File: config.mk
export PLATFORM = sky130hd
export DESIGN_NAME = mu_memory_master
export DESIGN_NICKNAME = d
export VERILOG_FILES = /design/src/rtl/mu_memory_master.sv
export SDC_FILE = /design/constraint.sdc
export NUM_CORES = 1
export LEC_CHECK = 0
export CAP_MARGIN = 20
export CORE_MARGIN = 2
export CORE_UTILIZATION = 42
export DETAILED_ROUTE_END_ITERATION = 6
export GPL_TIMING_DRIVEN = 1
export PLACE_DENSITY = 0.93
export SLEW_MARGIN = 20
export SYNTH_ARGS = -nofsm -noshare
export SYNTH_HDL_FRONTEND = slang
export SYNTH_SLANG_ARGS = --single-unit
export TNS_END_PERCENT = 50
File: constraint.sdc
create_clock -name clk -period 2.9 [get_ports clk]
set_clock_uncertainty 0.05 [all_clocks]
set_input_delay 0.58 -clock clk [delete_from_list [all_inputs] [get_ports clk]]
set_output_delay 0.58 -clock clk [all_outputs]
set_load 0.01 [all_outputs]
File: src/rtl/mu_memory_master.sv
// Core-side load/store master for a word-addressed memory unit with fixed read latency.
// One outstanding request at a time; range/alignment errors are answered without a memory access.
module mu_memory_master #(
  parameter int unsigned              DATA_WIDTH   = 32,
  parameter logic [DATA_WIDTH-1:0]    ADDR_BASE    = 32'h1001_0000,
  parameter int unsigned              MEM_WORDS    = 64,
  parameter int unsigned              READ_LATENCY = 1
) (
  input  logic                  clk,
  input  logic                  rst_n,
  input  logic                  req_valid_i,
  output logic                  req_ready_o,
  input  logic                  req_we_i,
  input  logic [DATA_WIDTH-1:0] req_addr_i,
  input  logic [DATA_WIDTH-1:0] req_wdata_i,
  output logic                  rsp_valid_o,
  input  logic                  rsp_ready_i,
  output logic [DATA_WIDTH-1:0] rsp_rdata_o,
  output logic                  rsp_err_o,
  output logic                  mem_we_o,
  output logic [DATA_WIDTH-1:0] mem_wd_o,
  output logic [DATA_WIDTH-1:0] mem_addr_o,
  input  logic [DATA_WIDTH-1:0] mem_rd_i
);

  // WAIT runs for cnt = LatM1 down to 0, i.e. exactly READ_LATENCY cycles.
  localparam logic [1:0] LatM1 = 2'((READ_LATENCY == 0) ? 0 : READ_LATENCY - 1);

  typedef enum logic [1:0] {StIdle, StIssue, StWait, StResp} state_e;

  state_e                state_q, state_d;
  logic [1:0]            cnt_q, cnt_d;
  logic                  we_q, we_d;
  logic                  err_q, err_d;
  logic [DATA_WIDTH-1:0] rdata_q, rdata_d;
  logic                  mem_we_q, mem_we_d;
  logic [DATA_WIDTH-1:0] mem_wd_q, mem_wd_d;
  logic [DATA_WIDTH-1:0] mem_addr_q, mem_addr_d;

  logic [DATA_WIDTH-1:0] req_off;
  logic [DATA_WIDTH-1:0] req_idx;
  logic                  req_err;

  assign req_off = req_addr_i - ADDR_BASE;
  assign req_idx = req_off >> 2;
  assign req_err = (req_addr_i[1:0] != 2'b00) || (req_addr_i < ADDR_BASE) ||
                   (req_idx >= DATA_WIDTH'(MEM_WORDS));

  // State register
  always_ff @(posedge clk or negedge rst_n) begin
    if (!rst_n) begin
      state_q <= StIdle;
    end else begin
      state_q <= state_d;
    end
  end

  // Next-state logic
  always_comb begin
    state_d = state_q;
    unique case (state_q)
      StIdle: begin
        if (req_valid_i) state_d = req_err ? StResp : StIssue;
      end
      StIssue: begin
        if (we_q || (READ_LATENCY == 0)) state_d = StResp;
        else                              state_d = StWait;
      end
      StWait: begin
        if (cnt_q == 2'd0) state_d = StResp;
      end
      StResp: begin
        if (rsp_ready_i) state_d = StIdle;
      end
      default: state_d = StIdle;
    endcase
  end

  // Output and datapath next-value logic
  always_comb begin
    req_ready_o = (state_q == StIdle);
    rsp_valid_o = (state_q == StResp);
    we_d        = we_q;
    cnt_d       = cnt_q;
    err_d       = err_q;
    rdata_d     = rdata_q;
    mem_we_d    = 1'b0;
    mem_wd_d    = '0;
    mem_addr_d  = mem_addr_q;
    unique case (state_q)
      StIdle: begin
        if (req_valid_i) begin
          we_d = req_we_i;
          if (req_err) begin
            err_d   = 1'b1;
            rdata_d = '0;
          end else begin
            // Memory strobes are registered so they are live throughout ISSUE.
            mem_we_d   = req_we_i;
            mem_wd_d   = req_wdata_i;
            mem_addr_d = req_idx;
          end
        end
      end
      StIssue: begin
        cnt_d = LatM1;
        if (we_q)                    rdata_d = '0;
        else if (READ_LATENCY == 0)  rdata_d = mem_rd_i;
      end
      StWait: begin
        if (cnt_q == 2'd0) rdata_d = mem_rd_i;
        else               cnt_d   = cnt_q - 2'd1;
      end
      StResp: begin
        if (rsp_ready_i) begin
          err_d   = 1'b0;
          rdata_d = '0;
          we_d    = 1'b0;
        end
      end
      default: ;
    endcase
  end

  always_ff @(posedge clk or negedge rst_n) begin
    if (!rst_n) begin
      cnt_q      <= '0;
      we_q       <= 1'b0;
      err_q      <= 1'b0;
      rdata_q    <= '0;
      mem_we_q   <= 1'b0;
      mem_wd_q   <= '0;
      mem_addr_q <= '0;
    end else begin
      cnt_q      <= cnt_d;
      we_q       <= we_d;
      err_q      <= err_d;
      rdata_q    <= rdata_d;
      mem_we_q   <= mem_we_d;
      mem_wd_q   <= mem_wd_d;
      mem_addr_q <= mem_addr_d;
    end
  end

  assign rsp_rdata_o = rdata_q;
  assign rsp_err_o   = err_q;
  assign mem_we_o    = mem_we_q;
  assign mem_wd_o    = mem_wd_q;
  assign mem_addr_o  = mem_addr_q;

endmodule

==> results.json <==
{
  "clock-sinks": 101,
  "fmax_mhz": 347,
  "synthTopCellsByArea": "dfrtp_1 (57%), mux2i_1 (7.5%), and2_1 (4.8%)",
  "gp_congestion": 0.817,
  "row_count": 37,
  "synth.distinct_cells": 52,
  "post-route-period-util_pct": 99.3,
  "dieWidth_um": 107,
  "die_area_mm2": 0.0114,
  "path_class": "in -> reg",
  "ys.warnings.count": 0,
  "worstSkewPairLatency_ps": 350,
  "postSynthCellCount": 366,
  "ir_drop_v": 0.000468,
  "core_mm2": 0.0103,
  "dieHeight_um": 107,
  "drive_above_1_share_pct": 16.4,
  "hold_path_class": "in -> async",
  "worstPathRequired_ps": 3130,
  "yosysTopAreaCell": "dfrtp_1",
  "hpwlAfterDp_um": 8800,
  "htreeDepth": 3,
  "drv_cap": 0,
  "remaining_drc_errors": 0,
  "hold_buffers": 0,
  "drt_iter0_markers": 166,
  "root_buffer": "clkbuf_8",
  "reg2reg_slack_ps": 260,
  "initial_utilization_pct": 43.0,
  "powerDensity_mw_per_mm2": 672,
  "clk_pin_slew_ps": 110,
  "vias_per_cell": 4.79,
  "grt_pass1_wl_um": 18900,
  "slowest_stage": "or4b_1",
  "via_count": 3546,
  "clockBufferDepth": 2,
  "nNetsFinal": 709,
  "final_util_pct": 70.1,
  "place_ws_ps": -528,
  "hold_violations": 0,
  "io_pins": 201,
  "tightest_slew_ps": 642,
  "ys_ff_latch": 101,
  "setup_ws_ps": 20.2,
  "holdWs_ps": 182,
  "first_pass_iters": 4,
  "fin_area_mm2": 0.00720,
  "syn_to_final_growth_pct": 63.0,
  "n_antenna_cell": 0,
  "startpoint_type": "input pin",
  "setup_violations": 0,
  "ant_nets": 0,
  "synth_most_common_cell": "dfrtp_1",
  "drv_slew": 0,
  "wl_um": 12000,
  "path_buf_inv": 4,
  "synth_top_area_share_pct": 57.2,
  "seq_area_frac_synth_pct": 57.2,
  "grt_pass1_vias": 3820,
  "fin_setup_tns_ps": 0,
  "critPathMaxStageDelay_ps": 550,
  "synth_edf_count": 0,
  "ys.flop_type": "dfrtp_1",
  "synth_area_mm2": 0.00442,
  "slew_headroom_pct": 57.2,
  "overflow": 0,
  "place_area_mm2": 0.00673,
  "synth_area_per_cell_um2": 12.1,
  "portBuffers": 198,
  "cts_buffers": 9,
  "cp_cell_sequence": "clkdlybuf4s50_1 -> or4b_1 -> or4_4 -> nand3_4 -> nor4_4 -> a211oi_4 -> buf_6 -> buf_4 -> buf_12 -> mux2i_4",
  "critPathTopFamily": "simple AND/OR/NAND/NOR gates",
  "run_status": "finished clean",
  "cp_max_fo": 8,
  "async_flop_share_pct": 100,
  "p_leak_nw": 3.40,
  "critPathArrivalTime_ps": 3110,
  "synth_common_cells": "dfrtp_1 (101), inv_1 (45), nand2_1 (36), and2_1 (34), mux2i_1 (33)",
  "grt_use_total_pct": 21.2,
  "fill_cells": 722,
  "worstSetupEndpointType": "register",
  "wl_per_cell_um": 16.2,
  "grt_start_max_net_pins": 54,
  "period_needed_ps": 2880,
  "cts_tree": "done",
  "antenna_found_initial": 0
}
power by group:
group / internal [W] / total (W) / switching (W) / leakage (nW)
registers: 0.00165 / 0.00180 / 0.000145 / 1.38
clock network: 0.000499 / 0.000998 / 0.000500 / 0.112
logic: 0.00113 / 0.00204 / 0.000909 / 1.92
total: 0.00328 / 0.00484 / 0.00155 / 3.40
stage by stage:
| step | total power (W) | cells |
|---|---|---|
| after CTS | 0.00479 | 737 |
| after floorplan | 0.00276 | 367 |
| after global routing | 0.00510 | 741 |
| final | 0.00484 | 741 |
| after global placement | 0.00349 | 717 |
| after detailed placement | 0.00357 | 717 |
worst paths after layout:
check | startpoint | to | depth (start not counted)
setup / recovery | req_addr_i[3] | rsp_rdata_o[10] | 10
hold / removal | rst_n | rsp_rdata_o[22] | 1
setup reg to reg | state_q[0] | rsp_rdata_o[10] | 11
hold reg to reg | mem_addr_o[29] | mem_addr_o[29] | 1
max in group asynchronous | rst_n | mem_wd_o[20] | 2
min in group clk | mem_addr_o[29] | mem_addr_o[29] | 1
registers in the layout, summed over array words and instances, names as in the netlist:
name	cells
mem_wd_o	32
rsp_rdata_o	32
mem_addr_o	30
cnt_q	2
state_q	2
mem_we_o	1
rsp_err_o	1
we_q	1
final cells by class:
cell class	instances	area [µm²]	share of cell area, %
flip-flops and latches	101	2530	35.1
repair buffers	238	2410	33.5
multi-input cells	205	1690	23.5
well taps	136	170	2.36
inverters	45	169	2.35
clock buffers	9	124	1.72
clock inverters	7	105	1.46
kinds of logic (layout without fill, tap and decap cells):
group           after synthesis  count (layout)  share of synthesized area (%)
fa+ha+maj                     8               8                           2.27
simple gates                123             123                           16.5
compound gates               20              20                           3.62
xor+xnor                      4               4                          0.963
mux                          48              48                           12.3
other cells                   1               2                         0.0849
flops                       101             101                           57.2
buf+inv                      61             299                           7.05
repair_timing:
| action | 4_1_cts | 5_1_grt |
|---|---|---|
| cloned | 2 | 0 |
| pin swaps | 4 | 7 |
| gates resized for setup | 8 | 31 |
| setup buffers | 2 | 4 |
| setup endpoints to repair | 78 | 68 |
layer usage:
metal / vias up / GRT usage [%] / part of all wire, %
met5: - / 0 / 0
met3: 26 / 7.17 / 8.5
li1: 1649 / - / -
met1: 1716 / 23.6 / 38
met4: 0 / 5.66 / 2.2
met2: 155 / 38.5 / 51
placed cells by master, fill, tap and decap left out, types with 2 or more instances in the layout:
cell,instances
or4b_4,2
mux2_2,3
or4_4,3
buf_6,2
o21ai_0,5
clkbuf_8,9
nand4_1,2
o31ai_1,2
nor2_1,5
nor4_1,3
buf_12,6
clkdlybuf4s50_1,185
nor4_4,2
mux2_4,12
conb_1,2
bufinv_16,2
nand2_1,36
inv_1,44
nand2b_1,2
clkbuf_2,2
dlymetal6s2s_1,9
clkinv_4,2
mux2i_1,31
and2_1,34
buf_4,31
dfrtp_1,101
ha_1,7
buf_16,2
nand3_4,2
nor2b_1,15
nand3_1,5
xnor2_1,3
worst register-to-register path, cell delays in order (launching register included):
cell	delay (ps)
dfrtp_1	420
inv_1	110
ha_1	200
nor4bb_2	260
and4_2	310
nand3_4	100
nor4_4	370
a211oi_4	120
buf_6	140
buf_4	130
buf_12	140
mux2i_4	190
(Power assumes the default switching activity.)
